--- src/rtl/uart_wbm_burst.sv ---
// uart_wbm_burst: turns a UART byte stream into Wishbone burst transfers.
// Frame: CMD, AW/8 address bytes (MSB first), then LEN words of write data
// (writes only, each word MSB first). Read data and a final status byte
// (0x80 ok, 0x81 bus error, 0x82 timeout) are returned on the tx side.
// Optional feature: define UART_WBM_TIMEOUT_EN to bound the Wishbone wait
// to TIMEOUT_CYC cycles; without it the master waits forever for ack/err.
module uart_wbm_burst #(
   parameter int AW          = 32,
   parameter int DW          = 32,
   parameter int TIMEOUT_CYC = 255
) (
   input  logic              sys_clk,
   input  logic              reset_n,
   input  logic              rx_wr,
   input  logic [7:0]        rx_data,
   output logic              rx_ready,
   output logic              tx_data_avail,
   output logic [7:0]        tx_data,
   input  logic              tx_rd,
   output logic              wbm_cyc_o,
   output logic              wbm_stb_o,
   output logic [AW-1:0]     wbm_adr_o,
   output logic              wbm_we_o,
   output logic [DW-1:0]     wbm_dat_o,
   output logic [DW/8-1:0]   wbm_sel_o,
   input  logic [DW-1:0]     wbm_dat_i,
   input  logic              wbm_ack_i,
   input  logic              wbm_err_i,
   output logic              busy,
   output logic              cmd_err
);

   localparam int NA  = AW / 8;
   localparam int NB  = DW / 8;
   localparam int DLW = $clog2(16 * NB + 1);

   localparam logic [1:0] ST_OK      = 2'd0;
   localparam logic [1:0] ST_BUS_ERR = 2'd1;

   typedef enum logic [2:0] {
      IDLE,
      ADDR,
      WDATA,
      WB_REQ,
      WB_WAIT,
      RD_SEND,
      DRAIN,
      STATUS
   } state_t;

   state_t         state_q;
   logic           outOfReset_q;
   logic           isWrite_q;
   logic           fixed_q;
   logic           cyc_q;
   logic           txAvail_q;
   logic           cmdErr_q;
   logic [3:0]     len_q;
   logic [3:0]     byteCnt_q;
   logic [4:0]     wordCnt_q;
   logic [DLW-1:0] dataLeft_q;
   logic [AW-1:0]  adr_q;
   logic [AW-1:0]  adr_d;
   logic [DW-1:0]  data_q;
   logic [DW-1:0]  data_d;
   logic [7:0]     txData_q;
   logic [1:0]     status_q;
`ifdef UART_WBM_TIMEOUT_EN
   logic [31:0]    toCnt_q;
`endif

   logic take;
   logic lastAdrByte;
   logic lastDataByte;
   logic lastWord;
   logic lastReadWord;

   assign take         = rx_wr & rx_ready;
   assign lastAdrByte  = (byteCnt_q == 4'(NA - 1));
   assign lastDataByte = (byteCnt_q == 4'(NB - 1));
   assign lastWord     = (wordCnt_q == {1'b0, len_q});
   assign lastReadWord = (wordCnt_q == ({1'b0, len_q} + 5'd1));

   // Shift the incoming byte into the low end of the address / data word
   always_comb begin
      adr_d  = (adr_q << 8) | AW'(rx_data);
      data_d = (data_q << 8) | DW'(rx_data);
   end

   // Bytes are only accepted while collecting a frame or discarding its tail;
   // DRAIN closes as soon as nothing is left so the next frame is not eaten.
   assign rx_ready = outOfReset_q &
                     ((state_q == IDLE) || (state_q == ADDR) || (state_q == WDATA) ||
                      ((state_q == DRAIN) && (dataLeft_q != '0)));

   assign wbm_cyc_o     = cyc_q;
   assign wbm_stb_o     = cyc_q;
   assign wbm_adr_o     = adr_q;
   assign wbm_we_o      = cyc_q & isWrite_q;
   assign wbm_dat_o     = data_q;
   assign wbm_sel_o     = {NB{cyc_q}};
   assign tx_data_avail = txAvail_q;
   assign tx_data       = txData_q;
   assign busy          = (state_q != IDLE);
   assign cmd_err       = cmdErr_q;

   // Frame sequencer: parses the byte stream, runs bus cycles and emits replies
   always_ff @(posedge sys_clk) begin
      if (!reset_n) begin
         state_q      <= IDLE;
         outOfReset_q <= 1'b0;
         isWrite_q    <= 1'b0;
         fixed_q      <= 1'b0;
         cyc_q        <= 1'b0;
         txAvail_q    <= 1'b0;
         cmdErr_q     <= 1'b0;
         len_q        <= '0;
         byteCnt_q    <= '0;
         wordCnt_q    <= '0;
         dataLeft_q   <= '0;
         adr_q        <= '0;
         data_q       <= '0;
         txData_q     <= '0;
         status_q     <= ST_OK;
`ifdef UART_WBM_TIMEOUT_EN
         toCnt_q      <= '0;
`endif
      end else begin
         outOfReset_q <= 1'b1;
         cmdErr_q     <= 1'b0;
         case (state_q)
            IDLE: begin
               if (take) begin
                  if (rx_data[5:4] != 2'b00) begin
                     cmdErr_q <= 1'b1;
                  end else begin
                     isWrite_q  <= rx_data[7];
                     fixed_q    <= rx_data[6];
                     len_q      <= rx_data[3:0];
                     byteCnt_q  <= '0;
                     wordCnt_q  <= '0;
                     dataLeft_q <= DLW'((int'(rx_data[3:0]) + 1) * NB);
                     adr_q      <= '0;
                     status_q   <= ST_OK;
                     state_q    <= ADDR;
                  end
               end
            end
            ADDR: begin
               if (take) begin
                  adr_q     <= adr_d;
                  byteCnt_q <= byteCnt_q + 4'd1;
                  if (lastAdrByte) begin
                     byteCnt_q <= '0;
                     state_q   <= isWrite_q ? WDATA : WB_REQ;
                  end
               end
            end
            WDATA: begin
               if (take) begin
                  data_q     <= data_d;
                  dataLeft_q <= dataLeft_q - DLW'(1);
                  byteCnt_q  <= byteCnt_q + 4'd1;
                  if (lastDataByte) begin
                     byteCnt_q <= '0;
                     state_q   <= WB_REQ;
                  end
               end
            end
            WB_REQ: begin
               cyc_q   <= 1'b1;
`ifdef UART_WBM_TIMEOUT_EN
               toCnt_q <= '0;
`endif
               state_q <= WB_WAIT;
            end
            WB_WAIT: begin
               if (wbm_err_i) begin
                  cyc_q    <= 1'b0;
                  status_q <= ST_BUS_ERR;
                  state_q  <= isWrite_q ? DRAIN : STATUS;
               end else if (wbm_ack_i) begin
                  cyc_q     <= 1'b0;
                  wordCnt_q <= wordCnt_q + 5'd1;
                  if (!fixed_q) begin
                     adr_q <= adr_q + AW'(NB);
                  end
                  if (isWrite_q) begin
                     state_q <= lastWord ? STATUS : WDATA;
                  end else begin
                     data_q  <= wbm_dat_i;
                     state_q <= RD_SEND;
                  end
               end
`ifdef UART_WBM_TIMEOUT_EN
               else if (toCnt_q == 32'(TIMEOUT_CYC - 1)) begin
                  cyc_q    <= 1'b0;
                  status_q <= 2'd2;
                  state_q  <= isWrite_q ? DRAIN : STATUS;
               end else begin
                  toCnt_q <= toCnt_q + 32'd1;
               end
`endif
            end
            RD_SEND: begin
               if (!txAvail_q) begin
                  txData_q  <= data_q[DW-1 -: 8];
                  data_q    <= data_q << 8;
                  txAvail_q <= 1'b1;
               end else if (tx_rd) begin
                  txAvail_q <= 1'b0;
                  byteCnt_q <= byteCnt_q + 4'd1;
                  if (lastDataByte) begin
                     byteCnt_q <= '0;
                     state_q   <= lastReadWord ? STATUS : WB_REQ;
                  end
               end
            end
            DRAIN: begin
               if (dataLeft_q == '0) begin
                  state_q <= STATUS;
               end else if (take) begin
                  dataLeft_q <= dataLeft_q - DLW'(1);
               end
            end
            STATUS: begin
               if (!txAvail_q) begin
                  txData_q  <= {6'b100000, status_q};
                  txAvail_q <= 1'b1;
               end else if (tx_rd) begin
                  txAvail_q <= 1'b0;
                  state_q   <= IDLE;
               end
            end
            default: begin
               state_q <= IDLE;
            end
         endcase
      end
   end

endmodule

--- config.mk ---
export PLATFORM = sky130hd
export DESIGN_NAME = uart_wbm_burst
export DESIGN_NICKNAME = d
export VERILOG_FILES = /design/src/rtl/uart_wbm_burst.sv
export SDC_FILE = /design/constraint.sdc
export NUM_CORES = 1
export LEC_CHECK = 0
export CAP_MARGIN = 20
export CORE_ASPECT_RATIO = 1.2
export CORE_MARGIN = 2
export CORE_UTILIZATION = 55
export CTS_CLUSTER_SIZE = 12
export DETAILED_ROUTE_END_ITERATION = 6
export PLACE_DENSITY = 0.82
export SETUP_SLACK_MARGIN = 0.3
export SYNTH_ARGS = -nofsm -noshare
export SYNTH_HDL_FRONTEND = slang
export SYNTH_SLANG_ARGS = --single-unit
--- constraint.sdc ---
create_clock -name sys_clk -period 2.81 [get_ports sys_clk]
set_input_delay 0.281 -clock sys_clk [delete_from_list [all_inputs] [get_ports sys_clk]]
set_output_delay 0.281 -clock sys_clk [all_outputs]
set_load 0.005 [all_outputs]
# Word level (Yosys, flattened, before mapping)
# Cells that the tools add are included.
# W data, S select, Z words.
# op_classes
n_addsub	6
n_eq_ne	32
n_mux	64
n_bitwise	6
n_reduce_logical	29
# ops
cell	n
$mux W32	11
$pmux W32 S3	2
$or A32 B8 Y32	2
$mux W3	17
$ne A2 B2 Y1 const B	19
$add A32 B3 Y32 const B	1
$mux W7	4
$mux W4	6
$pmux W3 S8	1
$pmux W7 S3	1
$mux W5	4
$mux W8	2
$pmux W8 S2	1
$reduce_bool A3 Y1	5
$reduce_and A13 Y1	1
$eq A3 B3 Y1 const B	4
$pmux W4 S3	1
$reduce_and A6 Y1	2
$add A4 B1 Y5 const B	2
$pmux W5 S2	1
$reduce_and A3 Y1	3
$mux W1	8
$reduce_and A4 Y1	2
$reduce_bool A2 Y1	4
other kinds (24)	33
# word_totals
regBits	103
inputBits	46
word_cells	152

# Longest topological paths before layout
# depth
depth_word	9
depth_mapped	8
depth_no_buf	7

# Least setup slack after synthesis
# Ideal clock, no wire load.
# synth_timing
path_type	reg2reg
startpoint	register adr_q[3] (netlist: wbm_adr_o[3])
endpoint	register adr_q[14] (netlist: wbm_adr_o[14])
arrival_ps	1743
slack_ps	976
path_stages_with_launch	7
period_less_slack_ps	1834
path_cell_list	dfxtp_1 ha_1 nand3_4 nor3_1 a32o_1 a21oi_1 a311oi_1
# synth_between
elab_chain_len	5
# synth_rtl
item	line	rtl
from (decl)	62	logic [AW-1:0] adr_q;
from (signal assigned)	151	adr_q <= adr_d;
from (signal assigned)	186	adr_q <= adr_q + AW'(NB);
$add A32 B3 Y32	186	
$mux W32	185	if (!fixed_q) begin
$mux W32	182	end else if (wbm_ack_i) begin
$mux W32	178	if (wbm_err_i) begin
$pmux W32 S3	131	case (state_q)
# Every way passes these cells. The select of a mux whose other input is x is not followed.
# A chain may end at the register's enable or synchronous reset.

# Worst setup path after layout
# layout_timing
startpoint	register dataLeft_q[0]
endpoint	output port rx_ready
# layout_between
elab_chain_len	4
# layout_rtl
item	line	rtl
from (decl)	61	logic [DLW-1:0] dataLeft_q;
from (signal assigned)	142	dataLeft_q <= DLW'((int'(rx_data[3:0]) + 1) * NB);
from (signal assigned)	162	dataLeft_q <= dataLeft_q - DLW'(1);
from (signal assigned)	223	dataLeft_q <= dataLeft_q - DLW'(1);
$reduce_bool A7 Y1	94	((state_q == DRAIN) && (dataLeft_q != '0)));
$logic_and A1 B1 Y1	94	
$logic_or A1 B1 Y1	93	((state_q == IDLE) || (state_q == ADDR) || (state_q == WDATA) ||
$and A1 B1 Y1	92	assign rx_ready = outOfReset_q &
to (decl)	16	output logic rx_ready,
# Every way passes these cells.

==> run metrics <==
vias in the first global route 5,532; WHS between 0.4 and 0.5 ns; xor/xnor share of the synthesized area approximately 2.8%; Site Rows 40; H-tree levels 3; mux contribution to synthesized area under 10%; first-pass GRT wire length ~27,000 um; Post-synth EDFFs 0; clock latency at the later pin of the worst-skew pair roughly 0.35 ns; CP delay by family, top buffers and inverters; Die Wd between 90 and 100 um; Mapped Area 0.00572 sq mm; die height 116 um; largest net degree at the start of global routing 65; Crit Path Max Fanout 4; antenna-violating nets left 0; Critical Path Sink Type primary output; initial antenna violation count 0; Core ar. between 0.01 and 0.015 sq mm; Worst setup SP type flip-flop; Placed Area around 0.0070 sq mm; most common cell after layout, fill and taps aside clkdlybuf4s50_1; Total GRT Usage 28.9%; RSZ-0062 raised after global routing no; Warnings, synthesis 0; synth unique cells between 70 and 80; GR Layer Usage met1 ~34%; buffer and inverter count on the worst path 2; PD cells 455 mW/mm^2; Layout area overhead 27.4%; fin. max-slew vios 0; flops & latches, synth ~100; CTS root buf clkbuf_16; Pwr Total between 3 and 4 mW; via density per instance 6.36; MaxCap Viol Count 0; TritonCTS clock tree done; fin nets 859; post-cts gate resize count 0; clock sinks about 100; met2 usage between 50% and 60%; Yosys top cell area share a little over a third; GRT overflow 0; Crit Path Class flip-flop to primary output; delay of the slowest critical-path stage about 0.47 ns; post-synth top area cell dfxtp_1; critical path, cell by cell inv_1, ha_1, or4b_1, o21ai_1, a21oi_1, clkdlybuf4s50_1; Max Fclk roughly 0.42 GHz; sum of negative setup slack 0 ns; CP required around 2.5 ns; WL final between 15,000 and 20,000 um; filler cell count 797; Post-synth top flop dfxtp_1; global placement routability congestion roughly 0.91; I/O pin total 129; Compound-Gate Fraction of Synth Area a little under a quarter; # diodes 0; Worst-path clk slew 0.07 ns; drt pass-1 iters 5; maximum vdd drop around 0.00035 V; period utilisation layout between 80 and 90%; share of layout cells above drive strength 1 7.27%; routed via count 5,960; average routed wire per standard cell 17.9 um; DR iter-0 viols around 350; Num CTS Buffers 9; cell count after synthesis between 700 and 800; post-CTS setup buffer count 0; sequential-to-total area share from yosys stat 35.7%; ranking of synthesized cells by area dfxtp_1, nand2_1, nor2_1; final setup vio count 0; post-synthesis simple-gate area fraction 27.8%; largest family of logic cells by synthesized area simple AND/OR/NAND/NOR gates; Initial Utilization between 50 and 60%; area of the multi-input gates between 0.003 and 0.004 sq mm; clk_skew around 0.0076 ns; Placed Cells incl. Taps 921; Most Crowded Layer GR met2; GRT met3 Usage around 5.5%; Mean Syn Cell Area roughly 8 sq um; dpl hpwl about 12,000 um; Tmin final between 2 and 2.5 ns; sequential cell area approximately 0.0020 sq mm; final std cells w/o fill 937; Rel. slew slack approximately half; worst hold path class flip-flop to flip-flop; Design Area, Final roughly 0.0073 sq mm; status complete, no violations; DRC violations left 0; slowest stage cell, crit path clkdlybuf4s50_1; Synth Area in Adders roughly 1.5%; Port Buffers roughly 130; syn_nets between 700 and 800; Longest Clk Path Bufs 2; Pleak ~2.5 nW; most frequent cells in the layout clkdlybuf4s50_1, dfxtp_1, nand2_1; die area about 0.011 sq mm; CTS hold repair buffers 0; Final Hold Fails 0; Post-synth ARST share 0%; Worst EP arrival around 2.1 ns; Tightest Pin Transition approximately 0.7 ns
cell usage after synthesis, types with 4 or more instances:
library cell and n:
dfxtp_1 102, nand2_1 95, nor2_1 85, a21oi_1 52
clkbuf_1 27, a311oi_1 26, o21ai_0 26, buf_2 14
nand3_1 14, nor3_1 14, a211oi_1 12, nor3b_1 12
inv_1 11, mux2i_1 11, nand4_1 11, a22oi_1 10
o211ai_1 9, xnor2_1 9, xor2_1 9, buf_4 8
nor2b_1 8, a221oi_1 7, and2_1 7, ha_1 7
nor4_1 7, o21ai_1 7, a31oi_1 6, and3_1 6
nand3b_1 6, nand4b_1 6, o31a_1 6, clkbuf_8 5
or3_1 5, nand2b_1 4, nand3_4 4, o32ai_1 4
where the power goes:
group	internal [mW]	total, mW	switching [mW]
Sequential	1.49	1.56	0.0728
Clock	0.626	1.19	0.559
Combinational	0.259	0.565	0.307
Total	2.37	3.31	0.939
per-stage QoR:
stage | util, % | setup WS (ns)
after floorplan | - | 0.976
after global placement | 69.7 | 0.563
after detailed placement | 69.7 | 0.464
after CTS | 72.4 | 0.428
after global routing | 72.4 | 0.345
final | 72.4 | 0.419
metal layers:
| layer | vias to the layer above | wire length (um) |
|---|---|---|
| met5 | - | 0 |
| met4 | 0 | 459 |
| met3 | 42 | 1240 |
| met2 | 303 | 8420 |
| met1 | 2827 | 6670 |
| li1 | 2788 | - |
area by class of cell:
class,instances,share of cell area (%)
flip-flops and latches,102,28.0
repair buffers,147,20.1
multi-input cells,534,45.3
clock buffers,11,3.33
clock inverters,5,0.481
well taps,126,2.16
inverters,12,0.618
state kept, by name, indices dropped and copies added, names as in the netlist, 3 cells and up:
signal      cells
wbm_dat_o      32
state_q         3
dataLeft_q      7
len_q           4
wbm_adr_o      32
wordCnt_q       5
tx_data         8
byteCnt_q       4
logic make-up (layout without fill, tap and decap cells):
family,count (synthesis),count (layout)
flops,102,102
fa+ha+maj,7,7
xor+xnor,18,18
mux,11,11
simple gates,304,304
buf+inv,70,175
compound gates,194,194
worst min-delay path: stages, from the launching register on:
cell	delay, ns
dfxtp_1	0.32
nand2_1	0.06
a21oi_1	0.05
final timing paths:
path,start,to,slack (ns),cells past startpoint
max reg2reg,state_q[0],dataLeft_q[1],0.52,6
min reg2reg,dataLeft_q[1],dataLeft_q[1],0.47,2
max,dataLeft_q[0],rx_ready,0.42,6
min,dataLeft_q[1],dataLeft_q[1],0.47,2
Power figures use the tool's default switching activity.
